--- src/rtl/maze_game_pkg.sv ---
// Shared types and parameter checks for the maze session controller and its level timer.
package maze_game_pkg;

  typedef enum logic [2:0] {
    S_IDLE,
    S_GEN_REQ,
    S_GEN_WAIT,
    S_PLAY,
    S_LEVEL_DONE,
    S_GAME_OVER
  } session_state_t;

  localparam int LIVES_WIDTH = 4;

  function automatic bit time_limit_ok(input int time_limit, input int timer_width);
    return (time_limit >= 1) && (time_limit <= (1 << timer_width) - 1);
  endfunction

  function automatic bit lives_ok(input int lives);
    return (lives >= 1) && (lives <= (1 << LIVES_WIDTH) - 1);
  endfunction

endpackage

--- src/rtl/maze_level_timer.sv ---
// Loadable per-level countdown; expire flags the tick that takes the count from 1 to 0.
module maze_level_timer #(
  parameter int TIMER_WIDTH = 8
) (
  input  logic                   clock,
  input  logic                   reset,
  input  logic                   load,
  input  logic [TIMER_WIDTH-1:0] load_value,
  input  logic                   tick,
  output logic [TIMER_WIDTH-1:0] count,
  output logic                   expire
);

  // Combinational so the controller can act on expiry in the same cycle as the last tick.
  assign expire = tick && !load && (count == TIMER_WIDTH'(1));

  always_ff @(posedge clock) begin
    if (!reset) begin
      count <= '0;
    end else if (load) begin
      count <= load_value;
    end else if (tick && (count != '0)) begin
      count <= count - TIMER_WIDTH'(1);
    end
  end

endmodule

--- src/rtl/maze_session_controller.sv ---
// Multi-level maze session sequencer: generator handshake, level timer, lives and score.
// Optional high-score register enabled by defining MAZE_SESSION_HIGH_SCORE_EN.
module maze_session_controller
  import maze_game_pkg::*;
#(
  parameter int COUNT_WIDTH = 8,
  parameter int TIMER_WIDTH = 8,
  parameter int TIME_LIMIT  = 60,
  parameter int LIVES       = 3
) (
  input  logic                   clock,
  input  logic                   reset,
  input  logic                   start,
  input  logic                   tick,
  input  logic                   player_at_end,
  input  logic                   gen_end,
  output logic                   gen_start,
  output logic                   reset_player,
  output logic [TIMER_WIDTH-1:0] time_left,
  output logic [LIVES_WIDTH-1:0] lives,
  output logic [COUNT_WIDTH-1:0] mazes_complete,
`ifdef MAZE_SESSION_HIGH_SCORE_EN
  output logic [COUNT_WIDTH-1:0] high_score,
`endif
  output logic                   playing,
  output logic                   game_over,
  output session_state_t         session_state
);

  if (!time_limit_ok(TIME_LIMIT, TIMER_WIDTH)) begin : g_bad_time_limit
    $error("TIME_LIMIT out of range for TIMER_WIDTH");
  end
  if (!lives_ok(LIVES)) begin : g_bad_lives
    $error("LIVES out of range");
  end

  logic busy_seen;
  logic prev_at_end;
  logic exit_edge;
  logic timer_tick;
  logic timer_load;
  logic expire;

  assign exit_edge  = player_at_end && !prev_at_end;
  // A completion outranks the tick in the same cycle, so the timer must not move then.
  assign timer_tick = (session_state == S_PLAY) && tick && !exit_edge;
  assign timer_load = (session_state == S_GEN_WAIT) && busy_seen && gen_end;

  maze_level_timer #(
    .TIMER_WIDTH(TIMER_WIDTH)
  ) u_timer (
    .clock      (clock),
    .reset      (reset),
    .load       (timer_load),
    .load_value (TIMER_WIDTH'(TIME_LIMIT)),
    .tick       (timer_tick),
    .count      (time_left),
    .expire     (expire)
  );

  always_ff @(posedge clock) begin
    if (!reset) begin
      session_state  <= S_IDLE;
      gen_start      <= 1'b0;
      reset_player   <= 1'b1;
      lives          <= '0;
      mazes_complete <= '0;
      playing        <= 1'b0;
      game_over      <= 1'b0;
      busy_seen      <= 1'b0;
      prev_at_end    <= 1'b0;
`ifdef MAZE_SESSION_HIGH_SCORE_EN
      high_score     <= '0;
`endif
    end else begin
      prev_at_end <= player_at_end;
      gen_start   <= 1'b0;
      case (session_state)
        S_IDLE, S_GAME_OVER: begin
          if (start) begin
            mazes_complete <= '0;
            lives          <= LIVES_WIDTH'(LIVES);
            game_over      <= 1'b0;
            gen_start      <= 1'b1;
            session_state  <= S_GEN_REQ;
          end
        end
        S_GEN_REQ: begin
          busy_seen     <= 1'b0;
          session_state <= S_GEN_WAIT;
        end
        S_GEN_WAIT: begin
          // Only a maze produced after a visible busy phase releases the wait.
          if (!gen_end) begin
            busy_seen <= 1'b1;
          end else if (busy_seen) begin
            playing       <= 1'b1;
            reset_player  <= 1'b0;
            session_state <= S_PLAY;
          end
        end
        S_PLAY: begin
          if (exit_edge) begin
            if (mazes_complete != '1) mazes_complete <= mazes_complete + COUNT_WIDTH'(1);
            playing       <= 1'b0;
            reset_player  <= 1'b1;
            session_state <= S_LEVEL_DONE;
          end else if (expire) begin
            lives        <= lives - LIVES_WIDTH'(1);
            playing      <= 1'b0;
            reset_player <= 1'b1;
            if (lives == LIVES_WIDTH'(1)) begin
              game_over     <= 1'b1;
              session_state <= S_GAME_OVER;
`ifdef MAZE_SESSION_HIGH_SCORE_EN
              if (mazes_complete > high_score) high_score <= mazes_complete;
`endif
            end else begin
              gen_start     <= 1'b1;
              session_state <= S_GEN_REQ;
            end
          end
        end
        S_LEVEL_DONE: begin
          gen_start     <= 1'b1;
          session_state <= S_GEN_REQ;
        end
        default: session_state <= S_IDLE;
      endcase
    end
  end

endmodule

--- config.mk ---
export PLATFORM = sky130hd
export DESIGN_NAME = maze_session_controller
export DESIGN_NICKNAME = d
export VERILOG_FILES = /design/src/rtl/maze_game_pkg.sv /design/src/rtl/maze_level_timer.sv /design/src/rtl/maze_session_controller.sv
export SDC_FILE = /design/constraint.sdc
export NUM_CORES = 1
export LEC_CHECK = 0
export CORE_MARGIN = 1
export CORE_UTILIZATION = 45
export CTS_CLUSTER_DIAMETER = 150
export CTS_CLUSTER_SIZE = 12
export DETAILED_ROUTE_END_ITERATION = 16
export GPL_TIMING_DRIVEN = 0
export PLACE_DENSITY_LB_ADDON = 0.15
export SKIP_LAST_GASP = 1
export SLEW_MARGIN = 20
export SYNTH_ARGS = -nofsm -noshare
export SYNTH_HDL_FRONTEND = slang
export SYNTH_SLANG_ARGS = --single-unit
--- constraint.sdc ---
create_clock -name clock -period 1.7 [get_ports clock]
set_input_delay 0.51 -clock clock [delete_from_list [all_inputs] [get_ports clock]]
set_output_delay 0.51 -clock clock [all_outputs]
set_load 0.02 [all_outputs]
* Word-level counts from Yosys, hierarchy flattened
Cells that the tools add are included.
** Word-level totals
- Output and inout bits :: 27
- Word-level logic and storage cells :: 97
- Bits in registers :: 29
** Operators by class
- Multiplexer cells :: 39
- Reduce and logical (&&, ||, !) cells :: 25
- Equality and inequality tests :: 18
- Add/sub/neg operators :: 3
- Bitwise gates (word level) :: 1
** Operators with widths (count)
- $mux W8 :: 3
- $mux W3 :: 6
- $mux W1 :: 17
- $pmux W8 S2 :: 1
- $reduce_and A4 Y1 :: 4
- $pmux W3 S5 :: 1
- $ne A2 B2 Y1 const B :: 7
- $mux W4 :: 3
- $mux W6 :: 2
- $add A8 B1 Y8 const B :: 1
- $eq A8 B1 Y1 const B :: 1
- $logic_and A1 B1 Y1 :: 8
- $ne A8 B8 Y1 const B :: 1
- $pmux W1 S2 :: 4
- $pmux W4 S2 :: 1
- $reduce_bool A2 Y1 :: 4
- $reduce_bool A8 Y1 :: 1
- $sub A8 B1 Y8 const B :: 1
- $eq A3 B2 Y1 const B :: 2
- $eq A3 B3 Y1 const B :: 2
- $reduce_and A5 Y1 :: 1
- $eq A4 B1 Y1 const B :: 1
- $ne A2 B1 Y1 const B :: 2
- $reduce_or A2 Y1 :: 2
- other kinds (8) :: 10

* Logic depth before layout (Yosys ltp)
Gate-level depths: netlist of the first run.
- Depth after elaboration :: 9
- Depth in mapped cells :: 7
- Depth with buffers taken out :: 6

* Cells and area by module
From an unflattened synthesis of the first run, not the netlist that was laid out.
** Second synthesis, totals
- Cell total of the unflattened synthesis :: 205
- Area total of the unflattened synthesis :: 1824.2 um^2
** Modules (own cells, without submodules)
- maze_session_controller :: area each 1265.0 um^2, sequential area each 420.4 um^2, cells each 144, instances 1
- maze_level_timer :: area each 559.3 um^2, sequential area each 160.2 um^2, cells each 61, instances 1

* Least setup slack after synthesis of the first run
OpenSTA, ideal clock, no wires.
- Path kind :: register to register
- From :: register mazes_complete[0]
- To :: register mazes_complete[7]
- Data arrival time :: 1826 ps
- Cell stages (with the launch flop) :: 7
- Slack :: -185 ps
- Buffers on the path :: 1
- Data required time :: 1641 ps
- Period minus slack after synthesis :: 1885 ps
- Path through :: dfxtp_1 -> ha_1 -> and2_1 -> a311o_1 -> buf_2 -> a2111o_1 -> nand2_1
** On the way
- Longest elaborated chain between the ends :: 4
** Ends and longest elaborated chain
- start, declared :: RTL line maze_session_controller.sv:21 : output logic [COUNT_WIDTH-1:0] mazes_complete,
- start signal, assigned :: RTL line maze_session_controller.sv:104 : if (mazes_complete != '1) mazes_complete <= mazes_complete + COUNT_WIDTH'(1);
- $add A8 B1 Y8 :: RTL line maze_session_controller.sv:104
- $mux W8 :: RTL line maze_session_controller.sv:104
- $mux W8 :: RTL line maze_session_controller.sv:103 : if (exit_edge) begin
- $pmux W8 S2 :: RTL line maze_session_controller.sv:78 : case (session_state)
Parallel ways exist; a longest one is shown, timed or not. The select of a mux whose other input is x is not followed.
A chain may end at the register's enable or synchronous reset.

* Worst setup path after layout of the first run
- From :: register mazes_complete[1]
- To :: register mazes_complete[7]
The elaborated chain is that of the path after synthesis.

==> impl_metrics.env, run 1 <==
export IMPL_status="complete, but fails checks"
export IMPL_failed_checks="setup timing"
export IMPL_yosys_register_bits=29
export IMPL_irDropWorstVdd_uv=476
export IMPL_synth_seq_area_share_pct=34.9
export IMPL_worst_slack_ps=-77.9
export IMPL_p_per_area_nw_per_um2=880
export IMPL_synth_area_mux_share_pct=2.40
export IMPL_grt_total_usage_pct=24.7
export IMPL_min_path_type="flip-flop to flip-flop"
export IMPL_tightestPinTransition_ps=508
export IMPL_cts_htree_levels=2
export IMPL_synth_top_family_by_area="simple AND/OR/NAND/NOR gates"
export IMPL_synth_simple_area_share_pct=27.6
export IMPL_place_hpwl_um=3120
export IMPL_max_freq_ghz=0.562
export IMPL_ys_flop_type="dfxtp_1"
export IMPL_start_util_pct=48.4
export IMPL_leakagePower_nw=1.04
export IMPL_root_buffer="clkbuf_8"
export IMPL_hold_violations=0
export IMPL_required_ps=1930
export IMPL_ys_warn_count=0
export IMPL_ios=33
export IMPL_drive_gt1_share_pct=32.5
export IMPL_die_height_um=62.8
export IMPL_path_cells="ha_4 -> and2_4 -> a311o_2 -> buf_6 -> a2111o_1 -> nand2_1"
export IMPL_cp_end_kind="flip-flop"
export IMPL_dr_pass1_iters=4
export IMPL_final_nets=259
export IMPL_numCtsBuffers=5
export IMPL_cp_slowest_cell="a311o_2"
export IMPL_post_place_ws_ps=-588
export IMPL_vias_per_cell=5.96
export IMPL_fin_cells=295
export IMPL_fill_cells=273
export IMPL_vias=1759
export IMPL_crit_path_start_kind="flip-flop"
export IMPL_yosys_top_cells_area="dfxtp_1, a21oi_1, nand2_1"
export IMPL_clk_pin_slew_worst_paths_ps=70
export IMPL_dieArea_um2=3950
export IMPL_slowest_delay_ps=460
export IMPL_finClkSkew_ps=5.70
export IMPL_drt_wl_total_um=4990
export IMPL_synth_distinct_cells=54
export IMPL_die_w_um=62.8
export IMPL_critPathBufInv=1
export IMPL_drc=0
export IMPL_slew_headroom_pct=66.1
export IMPL_min_period_ps=1780
export IMPL_synth_top_cell_by_area="dfxtp_1"
export IMPL_detail_route_antenna_nets=0
export IMPL_cts_tree="yes"
export IMPL_grt_pass1_wl_um=7650
export IMPL_area_growth_pct=45.0
export IMPL_synth_edf_count=0
export IMPL_synth_nets=204
export IMPL_portBuffers=31
export IMPL_max_cap_viol_count=0
export IMPL_post_route_period_util_pct=105
export IMPL_setup_viol=8
export IMPL_grt_max_degree=11
export IMPL_syn_avg_cell_area_um2=8.63
export IMPL_synth_top_area_share_pct=34.9
export IMPL_synthArstFlopShare_pct=0
export IMPL_synth_compound_area_share_pct=24.4
export IMPL_netlist_instances=193
export IMPL_grt_pass1_vias=1620
export IMPL_clock_latency_ps=290
export IMPL_synth_fa_ha_area_share_pct=3.76
export IMPL_first_iter_violations=142
export IMPL_dpl_cell_count=270
export IMPL_grt_ovfl_total=0
export IMPL_clock_sinks=29
export IMPL_cts_buffer_depth=2
export IMPL_path_max_fanout=7
export IMPL_core_area_um2=3440
export IMPL_cp_top_family="compound AO/OA/AOI/OAI gates"
export IMPL_place_congestion=0.827
export IMPL_wl_per_cell_um=16.9
export IMPL_antenna_found_initial=0
export IMPL_crit_type="flip-flop to flip-flop"
export IMPL_yosys_area_share_xor_xnor_pct=0.526
export IMPL_row_count=21
export IMPL_rsz0062_at_grt="true"
export IMPL_synth_area_um2=1670
export IMPL_insertedDiodeCount=0
export IMPL_critical_path_arrival_ps=2010
export IMPL_slew_viol_final=0
[power by group]
part	total, mW	leakage [nW]	internal [mW]	switching [mW]
Clock	0.566	0.0439	0.282	0.284
Sequential	0.776	0.240	0.726	0.0496
Combinational	0.784	0.759	0.338	0.445
[registers in the layout, summed over array words and instances (netlist names)]
name / flops
gen_start: 1
busy_seen: 1
reset_player: 1
playing: 1
session_state: 3
u_timer.count: 8
prev_at_end: 1
lives: 4
mazes_complete: 8
game_over: 1
[what timing repair did]
action                                  in CTS  in global routing
cloned                                       1                  0
setup buffers                               11                  7
hold endpoints to repair                     0                  0
hold buffers                                 0                  0
pin swaps                                    7                 16
endpoints found under the setup margin      44                 22
resized for setup                           46                 30
[stage by stage]
stage | TNS [ps] | hold slack, ps | power [mW] | cell area [um^2] | util [%]
after floorplan | -3.97 | 527 | 1.22 | 1700 | -
after global placement | -8700 | 469 | 1.39 | 2070 | 60.0
after detailed placement | -9580 | 480 | 1.41 | 2070 | 60.0
after CTS | -87.7 | 491 | 2.00 | 2260 | 65.8
after global routing | -884 | 507 | 2.22 | 2410 | 70.2
final | -334 | 484 | 2.13 | 2410 | 70.2
[path summary, 6_finish.rpt]
| path | startpoint | to | slack (ps) | cells after the start |
|---|---|---|---|---|
| worst max-delay path | mazes_complete[1] | mazes_complete[7] | -80 | 6 |
| worst min-delay path | reset_player | reset_player | 480 | 2 |
| worst max register to register | mazes_complete[1] | mazes_complete[7] | -80 | 6 |
| worst min register to register | reset_player | reset_player | 480 | 2 |
[layer usage]
metal	wire, um	GRT usage [%]	up-vias
met5	0	0	-
met4	104	6.98	0
li1	-	-	834
met1	2080	28.4	859
met2	2590	45.7	54
met3	211	4.93	12
[cells in the final DEF (no fill, tap or decap), types with 3 or more instances in the layout]
master / netlist / final
dlygate4sd2_1: 0 / 29
dfxtp_1: 29 / 21
nand2_1: 18 / 17
buf_4: 2 / 17
a21oi_1: 15 / 12
inv_1: 9 / 9
nand3_1: 9 / 7
nor2_1: 8 / 7
buf_6: 2 / 6
o2111ai_1: 6 / 5
a2111o_1: 5 / 5
clkbuf_8: 0 / 5
dfxtp_2: 0 / 5
mux2i_1: 4 / 4
or3_1: 4 / 4
a31oi_1: 4 / 4
ha_1: 5 / 4
o21ai_0: 5 / 3
buf_2: 5 / 3
nor2b_1: 4 / 3
nand4_1: 3 / 3
o21a_1: 3 / 3
a21oi_2: 0 / 3
dfxtp_4: 0 / 3
[cell families (layout without fill, tap and decap cells)]
group	count (synthesis)	count (layout)
AO/OA/AOI/OAI	56	56
buffers and inverters	21	77
flip-flops	29	29
XOR/XNOR	1	1
AND/OR/NAND/NOR	77	77
adder cells (fa/ha/maj)	5	5
multiplexers	4	4
[cell usage after synthesis (5+ instances only)]
cell type / instances
buf_2: 5
a2111o_1: 5
a21oi_1: 15
ha_1: 5
inv_1: 9
nand2_1: 18
o21ai_0: 5
dfxtp_1: 29
nand3_1: 9
nor2_1: 8
o2111ai_1: 6
[worst reg2reg max path, delay by kind of cell, from the launching register on]
kind | cells | cell delay [ps]
adder cells (fa/ha/maj) | 1 | 160
buffers and inverters | 1 | 160
AO/OA/AOI/OAI | 2 | 820
AND/OR/NAND/NOR | 2 | 220
flip-flops | 1 | 360
[cell type report]
type                       count  area [um^2]  share of cell area, %
sequential                    29          598                   24.8
buffer                         9         85.1                   3.52
clock inverter                 3         17.5                  0.725
clock buffer                   5         68.8                   2.85
inverter                      10         41.3                   1.71
timing repair buffer          50          420                   17.4
multi-input combinational    143         1130                   46.6
tap                           46         57.6                   2.38
Power figures use the tool's default switching activity.
==> inputs of run 2 (changes only) <==
--- a/config.mk
+++ b/config.mk
@@ -5,6 +5,7 @@
 export SDC_FILE = /design/constraint.sdc
 export NUM_CORES = 1
 export LEC_CHECK = 0
+export CAP_MARGIN = 20
 export CORE_MARGIN = 1
 export CORE_UTILIZATION = 45
 export CTS_CLUSTER_DIAMETER = 150
==> results of run 2 <==
Final layout, timing and power as in run 1 (identical DEF).
